==> src/rtl/muldiv_iter_pkg.sv <==
// Shared encodings for the iterative multiply/divide unit: operation codes and FSM states.
package muldiv_iter_pkg;

    localparam logic [2:0] MD_OP_MULT  = 3'b000;
    localparam logic [2:0] MD_OP_MULTU = 3'b001;
    localparam logic [2:0] MD_OP_DIV   = 3'b010;
    localparam logic [2:0] MD_OP_DIVU  = 3'b011;
    localparam logic [2:0] MD_OP_MADD  = 3'b100;
    localparam logic [2:0] MD_OP_MADDU = 3'b101;
    localparam logic [2:0] MD_OP_MSUB  = 3'b110;
    localparam logic [2:0] MD_OP_MSUBU = 3'b111;

    typedef enum logic [1:0] {
        MD_IDLE = 2'd0,
        MD_BUSY = 2'd1,
        MD_ACC  = 2'd2,
        MD_DONE = 2'd3
    } md_state_e;

endpackage

==> src/rtl/muldiv_iter_step.sv <==
// One radix-2 iteration: shift-add for multiply, restoring trial-subtract for divide.
module muldiv_iter_step #(
    parameter int DATA_W = 32
) (
    input  logic                  is_div,
    input  logic [2*DATA_W-1:0]   acc,
    input  logic [DATA_W-1:0]     opnd,
    output logic [2*DATA_W-1:0]   acc_nxt
);

    logic [DATA_W:0] sum;
    logic [DATA_W:0] diff;

    // Mul keeps the multiplier in the low half and retires one bit per step;
    // div keeps the remainder high and shifts quotient bits into the low half.
    always_comb begin
        sum  = {1'b0, acc[2*DATA_W-1:DATA_W]} + (acc[0] ? {1'b0, opnd} : '0);
        diff = acc[2*DATA_W-1:DATA_W-1] - {1'b0, opnd};
        if (is_div) begin
            acc_nxt = diff[DATA_W] ? {acc[2*DATA_W-2:0], 1'b0}
                                   : {diff[DATA_W-1:0], acc[DATA_W-2:0], 1'b1};
        end else begin
            acc_nxt = {sum, acc[DATA_W-1:1]};
        end
    end

endmodule

==> src/rtl/muldiv_iter.sv <==
// Iterative radix-2 multiply/divide unit with start/ready/annul handshake.
// Optional multiply-accumulate (MADD/MSUB) enabled by defining MULDIV_ACC_EN.
import muldiv_iter_pkg::*;

module muldiv_iter #(
    parameter int DATA_W = 32,
    parameter int CNT_W  = $clog2(DATA_W) + 1
) (
    input  logic                  clk,
    input  logic                  rst,
    input  logic                  start_i,
    input  logic                  annul_i,
    input  logic [2:0]            op_i,
    input  logic [DATA_W-1:0]     opdata1_i,
    input  logic [DATA_W-1:0]     opdata2_i,
    input  logic [DATA_W-1:0]     hi_i,
    input  logic [DATA_W-1:0]     lo_i,
    output logic                  busy_o,
    output logic                  ready_o,
    output logic [2*DATA_W-1:0]   result_o
);

    md_state_e             state, state_nxt;
    logic [CNT_W-1:0]      cnt;
    logic [2*DATA_W-1:0]   acc, acc_nxt, acc_sum;
    logic [DATA_W-1:0]     opnd;
    logic                  div_r, accum_r, neg_q, neg_r;
    logic                  is_div, is_acc, is_sgn, accept, div0, last;

    function automatic logic [DATA_W-1:0] mag(input logic [DATA_W-1:0] v, input logic sgn);
        return (sgn && v[DATA_W-1]) ? -v : v;
    endfunction

    function automatic logic [2*DATA_W-1:0] fixup(input logic [2*DATA_W-1:0] raw,
                                                  input logic div, input logic nq,
                                                  input logic nr);
        logic [DATA_W-1:0] hi, lo;
        if (div) begin
            hi = nr ? -raw[2*DATA_W-1:DATA_W] : raw[2*DATA_W-1:DATA_W];
            lo = nq ? -raw[DATA_W-1:0] : raw[DATA_W-1:0];
            return {hi, lo};
        end
        return nq ? -raw : raw;
    endfunction

    assign is_sgn = ~op_i[0];
`ifdef MULDIV_ACC_EN
    logic [2*DATA_W-1:0] hilo;
    logic                sub_r;

    assign is_acc = op_i[2];
    assign is_div = op_i[1] & ~op_i[2];
    assign acc_sum = sub_r ? hilo - fixup(acc, 1'b0, neg_q, 1'b0)
                           : hilo + fixup(acc, 1'b0, neg_q, 1'b0);

    always_ff @(posedge clk) begin
        if (accept) begin
            hilo  <= {hi_i, lo_i};
            sub_r <= op_i[1];
        end
    end
`else
    logic unused_acc_in;

    assign unused_acc_in = ^{hi_i, lo_i, op_i[2]};
    assign is_acc  = 1'b0;
    assign is_div  = op_i[1];
    assign acc_sum = acc;
`endif

    assign accept  = (state == MD_IDLE) && start_i && !annul_i;
    assign div0    = is_div && (opdata2_i == '0);
    assign last    = (cnt == CNT_W'(DATA_W - 1));
    assign busy_o  = (state != MD_IDLE);
    assign ready_o = (state == MD_DONE);

    muldiv_iter_step #(.DATA_W(DATA_W)) u_step (
        .is_div  (div_r),
        .acc     (acc),
        .opnd    (opnd),
        .acc_nxt (acc_nxt)
    );

    always_ff @(posedge clk) begin
        if (!rst) state <= MD_IDLE;
        else      state <= state_nxt;
    end

    always_comb begin
        state_nxt = state;
        case (state)
            MD_IDLE: if (accept) state_nxt = div0 ? MD_DONE : MD_BUSY;
            MD_BUSY: begin
                if (annul_i)   state_nxt = MD_IDLE;
                else if (last) state_nxt = accum_r ? MD_ACC : MD_DONE;
            end
            MD_ACC:  state_nxt = annul_i ? MD_IDLE : MD_DONE;
            default: state_nxt = MD_IDLE;
        endcase
    end

    // Counter and architecturally visible result
    always_ff @(posedge clk) begin
        if (!rst) begin
            cnt      <= '0;
            result_o <= '0;
        end else begin
            if (accept)                cnt <= '0;
            else if (state == MD_BUSY) cnt <= cnt + 1'b1;

            if (accept && div0)
                result_o <= {opdata1_i, {DATA_W{1'b1}}};
            else if (state == MD_BUSY && last && !annul_i && !accum_r)
                result_o <= fixup(acc_nxt, div_r, neg_q, neg_r);
            else if (state == MD_ACC && !annul_i)
                result_o <= acc_sum;
        end
    end

    // Operand magnitudes and sign fix-up flags, captured at accept
    always_ff @(posedge clk) begin
        if (accept) begin
            acc     <= {{DATA_W{1'b0}}, mag(opdata1_i, is_sgn)};
            opnd    <= mag(opdata2_i, is_sgn);
            div_r   <= is_div;
            accum_r <= is_acc;
            neg_q   <= is_sgn & (opdata1_i[DATA_W-1] ^ opdata2_i[DATA_W-1]);
            neg_r   <= is_sgn & opdata1_i[DATA_W-1];
        end else if (state == MD_BUSY) begin
            acc <= acc_nxt;
        end
    end

endmodule

==> config.mk <==
export PLATFORM = sky130hd
export DESIGN_NAME = muldiv_iter
export DESIGN_NICKNAME = d
export VERILOG_FILES = /design/src/rtl/muldiv_iter_pkg.sv /design/src/rtl/muldiv_iter_step.sv /design/src/rtl/muldiv_iter.sv
export SDC_FILE = /design/constraint.sdc
export NUM_CORES = 1
export LEC_CHECK = 0
export BUFFER_PORTS_ARGS = -buffer_cell sky130_fd_sc_hd__buf_4
export CORE_ASPECT_RATIO = 0.7
export CORE_MARGIN = 1
export CORE_UTILIZATION = 50
export CTS_BUF_LIST = sky130_fd_sc_hd__clkbuf_16
export DETAILED_ROUTE_END_ITERATION = 16
export HOLD_SLACK_MARGIN = 0.1
export PLACE_DENSITY = 0.79
export SETUP_SLACK_MARGIN = 0.1
export SLEW_MARGIN = 10
export SYNTH_ARGS = -nofsm -noshare
export SYNTH_HDL_FRONTEND = slang
export SYNTH_SLANG_ARGS = --single-unit
==> constraint.sdc <==
create_clock -name clk -period 6.4 [get_ports clk]
set_clock_uncertainty 0.1 [all_clocks]
set_input_delay 1.28 -clock clk [delete_from_list [all_inputs] [get_ports clk]]
set_output_delay 1.28 -clock clk [all_outputs]
set_load 0.005 [all_outputs]
-- Word-level counts from Yosys, hierarchy flattened
Index checks and enable logic that the tools add are counted.
- bits in latches: 0
- bits of input ports: 135
- memories: 0
- output and inout bits: 66
- bits in writable memories: 0
- ROM bits: 0
- word-level logic and storage cells: 70
- flip-flop bits (word level): 171
- muxes and demuxes: 25
- equal/unequal tests: 6
- reductions and logical operators: 17
- bitwise operators: 5
- divide/modulo/power cells: 0
- magnitude comparators: 0
- shift-type cells: 0
- add/sub/neg operators: 8
- $mul: 0
- operators by type and width (kind ; count):
    two-way mux 64 bit ; 8
    two-way mux 32 bit ; 7
    negator 32 bit ; 4
    negator 64 bit ; 1
    adder 32 x 32 -> 33 bit ; 1
    subtractor 33 x 32 -> 33 bit ; 1
    zero test 32 bit ; 1
    two-way mux 2 bit ; 5
    logical AND 1 bit ; 9
    adder 6 x 1 -> 6 bit (second input constant) ; 1
    equality test 6 x 5 -> 1 bit (second input constant) ; 1
    one-hot mux 2 bit (3 select lines) ; 1
    equality test 2 bit (second input constant) ; 2
    two-way mux 1 bit ; 4
    nonzero test 2 bit ; 2
    != test 3 bit (second input constant) ; 1
    nonzero test 3 bit ; 1
    bitwise AND 1 bit ; 2
    equality test 2 x 1 -> 1 bit (second input constant) ; 1
    zero test 2 bit ; 1
    != test 2 bit (second input constant) ; 1
    NOT 1 bit ; 2
    AND reduction 2 bit ; 1
    OR reduction 2 bit ; 1
    other kinds (2) ; 2

-- Logic depth before layout (Yosys ltp)
Gate-level depths: netlist of run 1.
- depth after elaboration: 9
- depth in mapped cells: 23
- depth with buffers taken out: 22

-- Hierarchy
A second synthesis of run 1 with hierarchy kept.
- cell total of the unflattened synthesis: 1929
- area, all modules: 15064.4 um2
- modules (own cells, without submodules) (module ; area an instance (um2) ; sequential area each (um2) ; instances ; cells each):
    muldiv_iter ; 10483.8 ; 4093.9 ; 1 ; 1265
    muldiv_iter_step ; 4580.6 ; 0.0 ; 1 ; 664

-- Least setup slack after synthesis of run 1
Ideal clock, no wire load.
- kind: reg-to-reg
- start point: reg acc[31]
- end point: reg result_o[46]
- path buffers: 0
- cell stages (with the launch flop): 22
- arrival: 4.757 ns
- setup time: 0.095 ns
- required time: 6.205 ns
- setup slack: 1.447 ns
- period minus slack after synthesis: 4.953 ns
- cell sequence: edfxtp_1 > inv_1 > ha_1 > fa_1 > nor2b_4 > o31a_4 > o21a_4 > o211a_4 > o31ai_2 > nor2_1 > a21oi_1 > ha_1 > nand2_1 > or3_1 > or2_2 > nor4_1 > or3_1 > nor4b_1 > nor2_1 > o31ai_1 > xor2_1 > a221oi_1
- longest elaborated chain between the ends: 9
- elaborated cells between the ends (all ways): 11
- classes of those cells: add/sub (3); mux (8)
- RTL lines (element ; RTL line ; source):
    start, declared ; muldiv_iter.sv:25 ; logic [2*DATA_W-1:0] acc, acc_nxt, acc_sum;
    start signal, assigned ; muldiv_iter.sv:123 ; acc <= {{DATA_W{1'b0}}, mag(opdata1_i, is_sgn)};
    start signal, assigned ; muldiv_iter.sv:130 ; acc <= acc_nxt;
    subtractor 33 x 32 -> 33 bit ; muldiv_iter_step.sv:18 ; diff = acc[2*DATA_W-1:DATA_W-1] - {1'b0, opnd};
    two-way mux 64 bit ; muldiv_iter_step.sv:20 ; acc_nxt = diff[DATA_W] ? {acc[2*DATA_W-2:0], 1'b0}
    two-way mux 64 bit (*) ; muldiv_iter_step.sv:19 ; if (is_div) begin
    negator 32 bit ; muldiv_iter.sv:39 ; hi = nr ? -raw[2*DATA_W-1:DATA_W] : raw[2*DATA_W-1:DATA_W];
    two-way mux 32 bit ; muldiv_iter.sv:39 ;
    two-way mux 64 bit ; muldiv_iter.sv:38 ; if (div) begin
    two-way mux 64 bit (*) ; muldiv_iter.sv:43 ; return nq ? -raw : raw;
    two-way mux 64 bit (*) ; muldiv_iter.sv:113 ; else if (state == MD_BUSY && last && !annul_i && !accum_r)
    two-way mux 64 bit (*) ; muldiv_iter.sv:111 ; if (accept && div0)
    end signal, assigned ; muldiv_iter.sv:112 ; result_o <= {opdata1_i, {DATA_W{1'b1}}};
    end signal, assigned ; muldiv_iter.sv:114 ; result_o <= fixup(acc_nxt, div_r, neg_q, neg_r);
    end signal, assigned ; muldiv_iter.sv:116 ; result_o <= acc_sum;
    end, declared ; muldiv_iter.sv:20 ; output logic [2*DATA_W-1:0] result_o
Mark *: on every way between the ends. The rest lies on a longest branch, timed or not. The select of a mux whose other input is x is not followed.
A chain may end at the register's enable or synchronous reset.

-- Final worst setup path of run 1
- start point: reg acc[0]
- end point: reg result_o[63]
- longest elaborated chain between the ends: 9
- elaborated cells between the ends (all ways): 12
- classes of those cells: add/sub (3); mux (9)
- RTL lines (element ; RTL line ; source):
    two-way mux 32 bit ; muldiv_iter_step.sv:17 ; sum = {1'b0, acc[2*DATA_W-1:DATA_W]} + (acc[0] ? {1'b0, opnd} : '0);
    adder 32 x 32 -> 33 bit ; muldiv_iter_step.sv:17 ;
    two-way mux 64 bit (*) ; muldiv_iter_step.sv:19 ;
    negator 32 bit ; muldiv_iter.sv:39 ;
    two-way mux 32 bit ; muldiv_iter.sv:39 ;
    two-way mux 64 bit ; muldiv_iter.sv:38 ;
    two-way mux 64 bit (*) ; muldiv_iter.sv:43 ;
    two-way mux 64 bit (*) ; muldiv_iter.sv:113 ;
    two-way mux 64 bit (*) ; muldiv_iter.sv:111 ;
Marked as above.

==> results of run 1 <==
## through the flow
stage                     total power [µW]  utilization [%]
after global placement                6525            55.68
after CTS                             7744            57.58
after floorplan                       5213                -
final                                 7902            57.58
after global routing                  8367            57.58
after detailed placement              6620            55.68
## worst min-delay path: cells and delay by family (launching register included)
| family | cells | cell delay [ns] |
|---|---|---|
| AND/OR/NAND/NOR | 1 | 0.06 |
| flip-flops | 1 | 0.34 |
| AO/OA/AOI/OAI | 1 | 0.05 |
## metal layers
layer / track usage [%] / vias to the layer above / share of wire [%]
li1: - / 7821 / -
met1: 55.56 / 8117 / 45
met2: 50.76 / 1025 / 40
met3: 11.03 / 111 / 14
met4: 9.557 / 0 / 2.2
met5: 0 / - / 0
## report_power, final
group          internal, µW  total, µW  leakage, µW  switching [µW]
clock                   528       1100     0.000291             576
combinational          1840       5010      0.00549            3170
sequential             1430       1790      0.00147             360
## cell families after synthesis
group | Yosys count | synth area share (%)
AO/OA/AOI/OAI | 638 | 26.64
XOR/XNOR | 163 | 8.884
adder cells (fa/ha/maj) | 75 | 5.933
buffers and inverters | 184 | 5.341
flip-flops | 171 | 25.48
multiplexers | 66 | 4.220
AND/OR/NAND/NOR | 771 | 23.51
## final cells by class
cell class / count / area (µm²) / area share, %
clock buffer: 17 / 425.4 / 2.357
clock inverter: 15 / 171.4 / 0.9496
inverter: 67 / 252.7 / 1.400
multi-input combinational: 1713 / 11140 / 61.69
sequential: 171 / 4094 / 22.68
tap: 420 / 525.5 / 2.911
timing repair buffer: 191 / 1446 / 8.013
## flip-flops by register name (all words and copies together), names as in the netlist
| register | flops |
|---|---|
| acc | 64 |
| result_o | 64 |
| opnd | 32 |
| neg_q | 1 |
| neg_r | 1 |
| state | 2 |
| cnt | 6 |
| div_r | 1 |
## cell usage in the layout, fill, tap and decap left out, drive strengths merged, types with 15 or more instances in the layout
cell type / n
a211oi: 28
a21o: 35
a21oi: 213
a31oi: 45
and2: 49
and3: 19
buf: 191
clkbuf: 17
dfxtp: 104
edfxtp: 67
ha: 73
inv: 74
mux2i: 52
nand2: 205
nand2b: 21
nand3: 42
nand4: 29
nor2: 210
nor2b: 15
nor3: 82
nor4: 24
o211ai: 28
o21ai: 113
o221a: 20
o31ai: 27
or3: 31
xnor2: 95
xor2: 68
## worst paths after layout
path	from	endpoint	slack (ns)	cells after the start
max	acc[0]	result_o[63]	0.62	16
min reg2reg	result_o[34]	result_o[34]	0.40	2
max reg2reg	acc[0]	result_o[63]	0.62	16
min	result_o[34]	result_o[34]	0.40	2
==> results.md, run 1 <==
* Critical Path Fanout Max at 22
* Clock sink total at 171
* YS warnings at 0
* Final Worst Setup Slack at between 0.6 and 0.7 ns
* Leak at 0.007255 µW
* Post-synth top cells: 209 x nor2_1, 208 x a21oi_1, 203 x nand2_1, 105 x o21ai_0, 104 x dfxtp_1
* Ys async rst share at 0%
* Post-DP HPWL at ~47000 µm
* Vias at 17.07k
* Post-route cell area at 18050 µm²
* # DRC at 0
* Peak supply drop at between 0.2 and 0.25 mV
* Yosys top cell area share at approximately 13%
* Tmin final at between 5 and 6 ns
* Area of the core at 31350 µm²
* CTS tree: yes
* # port buffers at 135
* Max Root-Sink Buffers at 2
* Layout Nets at 2371
* Top Family by Delay on Critical Path: simple AND/OR/NAND/NOR gates
* Relative slew slack at 25.21%
* Required @ worst endpoint at 6.64 ns
* Delay of the slowest critical-path stage at a little over 0.7 ns
* Area contributors post-synth: dfxtp_1 13%, edfxtp_1 13%, a21oi_1 6.5%, ha_1 5.7%, xnor2_1 5.2%
* Vias/cell at 6.582
* Hold WS at 0.3952 ns
* DIE HEIGHT at 152.0 µm
* Starting Density at 51.26%
* Die area at 32870 µm²
* Fin. Hold Viols at 0
* Placed cell count at ~2.6k
* Mapped Avg Cell Area at 7.770 µm²
* Hold_buf cts at 0
* Status: completed
* Largest net degree at the start of global routing at 96
* Crit path max-delay cell type: edfxtp_1
* Sequential fraction of the synthesis area at 25.48%
* Routed wire per std cell at 23.73 µm
* Post-CTS Setup Inserts at 0
* H-tree Lvls at 4
* GR Util All Layers at 37.06%
* CTS buffer count at 17
* Root buffer cell: clkbuf_16
* Chip Width at 216.3 µm
* Fin crit share at 90.25%
* Worst-Margin Slew at 1.118 ns
* Critical Path End Type: register
* Worst Setup Path Type: register to register
* Antenna diode count at 0
* Clock-pin slew on the worst setup and hold paths at ~0.08 ns
* RSZ-0062 raised after global routing: false
* Area Overhead vs Synth at 12.33%
* Fill count at 2928
* First-pass GRT wire length at 93900 µm
* #FFs+latches synth at 171
* First-pass DRT Iterations at 8
* Achievable Freq at 173.1 MHz
* Mapped Area at 16070 µm²
* Vias in the first global route at 15.69k
* Max_cap viols at 0
* Count of pins over their slew limit at 0
* Antenna-violating nets left at 0
* Startpoint types: register
* Initial antenna violation count at 1
* Starting DRT DRC Count at 2429
* CP Cell Sequence: and2_1 > ha_1 > fa_1 > a21o_1 > a221oi_1 > o21ai_0 > or3_1 > a21oi_1 > a221o_1 > a311oi_1 > nor4_1 > nand2_1 > or4_4 > o21ai_2 > xor2_1 > o22ai_1
* Total global routing overflow at 0
* Final Non-Filler Cells at ~2.6k
* Pre-CTS setup slack at 0.8969 ns
* Synth Instances at approximately 2.1k
* Placed Area at 17450 µm²
* Clk_lat worst skew at approximately 0.48 ns
* WL final at 61550 µm
* Hold Path Class: register to register
* Synth unique cells at 113
* Ratio of cells with drive above 1 in the final layout at 14.58%
* Post-Synthesis Net Count at 2278
* Post-cts sizing count at 0
* I/O Pins at around 200
* Endpoints failing setup at 0
* Most common cell in the netlist: nor2_1
* Main synth FF type: dfxtp_1
* Num rows at 54
* Crit path DAT at 6.02 ns
* Power per cell area at 437.7 nW/µm²
* Setup TNS at 0 ns
* GPL Wtd Cong at ~1.0
* EDFF count, synth at 67
* Crit path buf inv count at 0
* Area leader, netlist: dfxtp_1
Power figures use the tool's default switching activity.
==> run 2: changes to the inputs <==
--- a/config.mk
+++ b/config.mk
@@ -12,9 +12,10 @@
 export CTS_BUF_LIST = sky130_fd_sc_hd__clkbuf_16
 export DETAILED_ROUTE_END_ITERATION = 16
 export HOLD_SLACK_MARGIN = 0.1
-export PLACE_DENSITY = 0.79
+export PLACE_DENSITY = 0.8
 export SETUP_SLACK_MARGIN = 0.1
 export SLEW_MARGIN = 10
 export SYNTH_ARGS = -nofsm -noshare
 export SYNTH_HDL_FRONTEND = slang
+export SYNTH_HIERARCHICAL = 1
 export SYNTH_SLANG_ARGS = --single-unit
==> run 2 against run 1 <==
  * Critical path depth rose by 4
  * Sequential cell count is the same
  * Combinational power fell by 33%
  * Via count shrank 11%
  * Global-route usage down 4.0 points
==> results.md, run 2 <==
* Chip Width at 209.5 µm (-3.1%)
* First-pass GRT wire length at 79260 µm (-16%)
* Num rows at 52 (-3.7%)
* Clk_lat worst skew at 0.46 ns (-0.02 ns)
* Area Overhead vs Synth at 13.05%
* I/O Pins at 201 (unchanged)
* Power consumption at 6063 µW (-23%)
* Post-CTS Setup Inserts at 0 (unchanged)
* Required @ worst endpoint at 6.65 ns (about the same)
* GPL Wtd Cong at 1.027 (+1.7%)
* Endpoints failing setup at 0 (unchanged)
* #FFs+latches synth at 171 (unchanged)
* Fill count at 2680 (-8.5%)
* Leak at 0.006882 µW (-5.1%)
* Vias/cell at 6.286 (-4.5%)
* Most frequent cells in the layout: 298 x nand2_1, 176 x buf_4, 167 x a21oi_1
* Tmin final at 5.964 ns (+0.1877 ns)
* Achievable Freq at 167.7 MHz (-3.1%)
* WL final at 51360 µm (-17%)
* Hold Path Class: register to register
* Largest registers: acc: 64 flops, result_o: 64 flops, opnd: 32 flops
* Area leader, netlist: dfxtp_1
* Startpoint types: register
* Worst Setup Path Type: register to register
* Antenna-violating nets left at 0 (unchanged)
* Max Root-Sink Buffers at 2 (unchanged)
* Synth Instances at 1929 (-6.7%)
* Count of pins over their slew limit at 0 (unchanged)
* Area contributors post-synth: dfxtp_1 14%, edfxtp_1 13%, nand2_1 7.4%, ha_1 6.1%, xnor2_1 6.0%
* Power per cell area at 356.0 nW/µm² (-19%)
* Crit path DAT at 6.21 ns (+0.19 ns)
* Peak supply drop at 0.2566 mV (+20%)
* CTS tree: yes
* Critical Path Fanout Max at 24 (+9.1%)
* Ys async rst share at 0% (unchanged)
* Sw frac at 46.73% (-5.3 points)
* CTS buffer count at 17 (unchanged)
* Vias in the first global route at 13.90k (-11%)
* RSZ-0062 raised after global routing: false
* Clock-pin slew on the worst setup and hold paths at 0.08 ns (about the same)
* Starting DRT DRC Count at 1775 (-27%)
* Fin. Hold Viols at 0 (unchanged)
* Hold WS at 0.4394 ns (+0.04424 ns)
* Layout Nets at 2229 (-6.0%)
* Max_cap viols at 0 (unchanged)
* Setup TNS at 0 ns (unchanged)
* Seq pwr share at 26.8% (+4.2 points)
* Root buffer cell: clkbuf_16
* Sequential fraction of the synthesis area at 27.18% (+1.7 points)
* Mapped Avg Cell Area at 7.809 µm² (+0.50%)
* Fin crit share at 93.18% (+2.9 points)
* Main synth FF type: dfxtp_1
* Relative slew slack at 20.93% (-4.3 points)
* # DRC at 0 (unchanged)
* # port buffers at 135 (unchanged)
* Total global routing overflow at 0 (unchanged)
* Combinational share of power at 55.8% (-7.6 points)
* Worst-Margin Slew at 1.180 ns (+0.06199 ns)
* Post-Synthesis Net Count at 2139 (-6.1%)
* Synth unique cells at 96 (-15%)
* Hold_buf cts at 0 (unchanged)
* Post-cts sizing count at 0 (unchanged)
* Initial antenna violation count at 4 (+3)
* Yosys top cell area share at 13.82% (+0.86 points)
* Post-DP HPWL at 38690 µm (-18%)
* Ratio of cells with drive above 1 in the final layout at 14.76% (+0.18 points)
* YS warnings at 6 (+6)
* Post-synth top cells: 298 x nand2_1, 167 x a21oi_1, 152 x nor2_1
* First-pass DRT Iterations at 7 (-1)
* GR Util All Layers at 33.10% (-4.0 points)
* Clock sink total at 171 (unchanged)
* Routed wire per std cell at 21.29 µm (-10%)
* Starting Density at 51.45% (+0.20 points)
* Largest net degree at the start of global routing at 111 (+16%)
* DIE HEIGHT at 147.2 µm (-3.1%)
* H-tree Lvls at 4 (unchanged)
* Area of the core at 29280 µm² (-6.6%)
* Most common cell in the netlist: nand2_1
* Vias at 15.16k (-11%)
* Internal power at 3230 µW (-15%)
* Commonest non-fill, non-tap cell in the layout: nand2_1
* Net switching power at 2834 µW (-31%)
* Mapped Area at 15060 µm² (-6.3%)
* Clock power frac at 17.4% (+3.4 points)
* Critical Path End Type: register
* EDFF count, synth at 67 (unchanged)
* Die area at 30840 µm² (-6.2%)
* Status: completed
run 2: cell count changes after synthesis, moves of 9 or more:
| cell | before | now |
|---|---|---|
| nand2_1 | 203 | 298 |
| nor2_1 | 209 | 152 |
| a21oi_1 | 208 | 167 |
| nor3_1 | 81 | 41 |
| a21boi_0 | 1 | 24 |
| or3_1 | 31 | 8 |
| a211oi_1 | 27 | 5 |
| o221a_2 | 20 | 0 |
| mux2_2 | 13 | 31 |
| clkbuf_8 | 12 | 0 |
| xnor2_1 | 95 | 104 |
run 2: cell families after synthesis:
family,Yosys count,synth area share (%)
multiplexers,79,5.507
AND/OR/NAND/NOR,720,23.18
buffers and inverters,178,4.742
adder cells (fa/ha/maj),75,6.329
flip-flops,171,27.18
XOR/XNOR,180,10.64
AO/OA/AOI/OAI,526,22.43
run 2: power by group through the flow:
stage                     clock (µW)  sequential (µW)  combinational (µW)
after global placement             0             1630                3200
final                           1050             1620                3380
after global routing            1100             1650                3670
after CTS                       1060             1620                3290
after floorplan                    0             1530                2470
after detailed placement           0             1640                3260
run 2: through the flow:
stage | cells | setup slack, ns | instance area (µm²) | util, %
floorplan | 1929 | 1.811 | 15060 | -
global placement | 2378 | 0.6680 | 16460 | 56.22
detailed placement | 2378 | 0.5869 | 16460 | 56.22
CTS | 2410 | 0.5588 | 17030 | 58.15
global route | 2410 | 0.1753 | 17030 | 58.15
finish | 2412 | 0.4365 | 17030 | 58.17
run 2: routing by layer:
metal / track usage (%) / up-vias / wire (µm)
met1: 47.10 / 7147 / 22950
met4: 9.927 / 2 / 1014
met5: 0 / - / 7
li1: - / 7115 / -
met3: 10.03 / 89 / 6295
met2: 47.75 / 809 / 21090
run 2: final timing paths:
check	startpoint	to	slack, ns	cells past startpoint
setup reg to reg	acc[31]	result_o[58]	0.44	20
setup / recovery	acc[31]	result_o[58]	0.44	20
hold reg to reg	state[1]	state[1]	0.44	2
hold / removal	state[1]	state[1]	0.44	2
run 2: final cells by class:
type                            count  area, µm²  area share [%]
Tap cell                          378      473.0           2.777
Multi-Input combinational cell   1580      10280           60.37
Sequential cell                   171       4094           24.04
Inverter                           72      270.3           1.587
Timing Repair Buffer              177       1341           7.876
Clock buffer                       17      425.4           2.498
Clock inverter                     15      140.1          0.8229
Antenna cell                        2      5.005         0.02939
run 2: worst max-delay path, cell delays in order, from the launching register on:
cell and delay (ns):
edfxtp_1 0.38, inv_1 0.12, ha_1 0.24, fa_1 0.38, nand2b_1 0.20, a21oi_1 0.24, o21ai_1 0.22, o21ai_2 0.40
a31oi_4 0.20, a21oi_4 0.26, xor2_4 0.67, o22ai_1 0.13, a31o_1 0.31, or4_1 0.59, or2_2 0.35, nor3_1 0.29
a41o_1 0.29, nor2_1 0.08, xor2_1 0.14, o211ai_1 0.17, a21oi_1 0.06
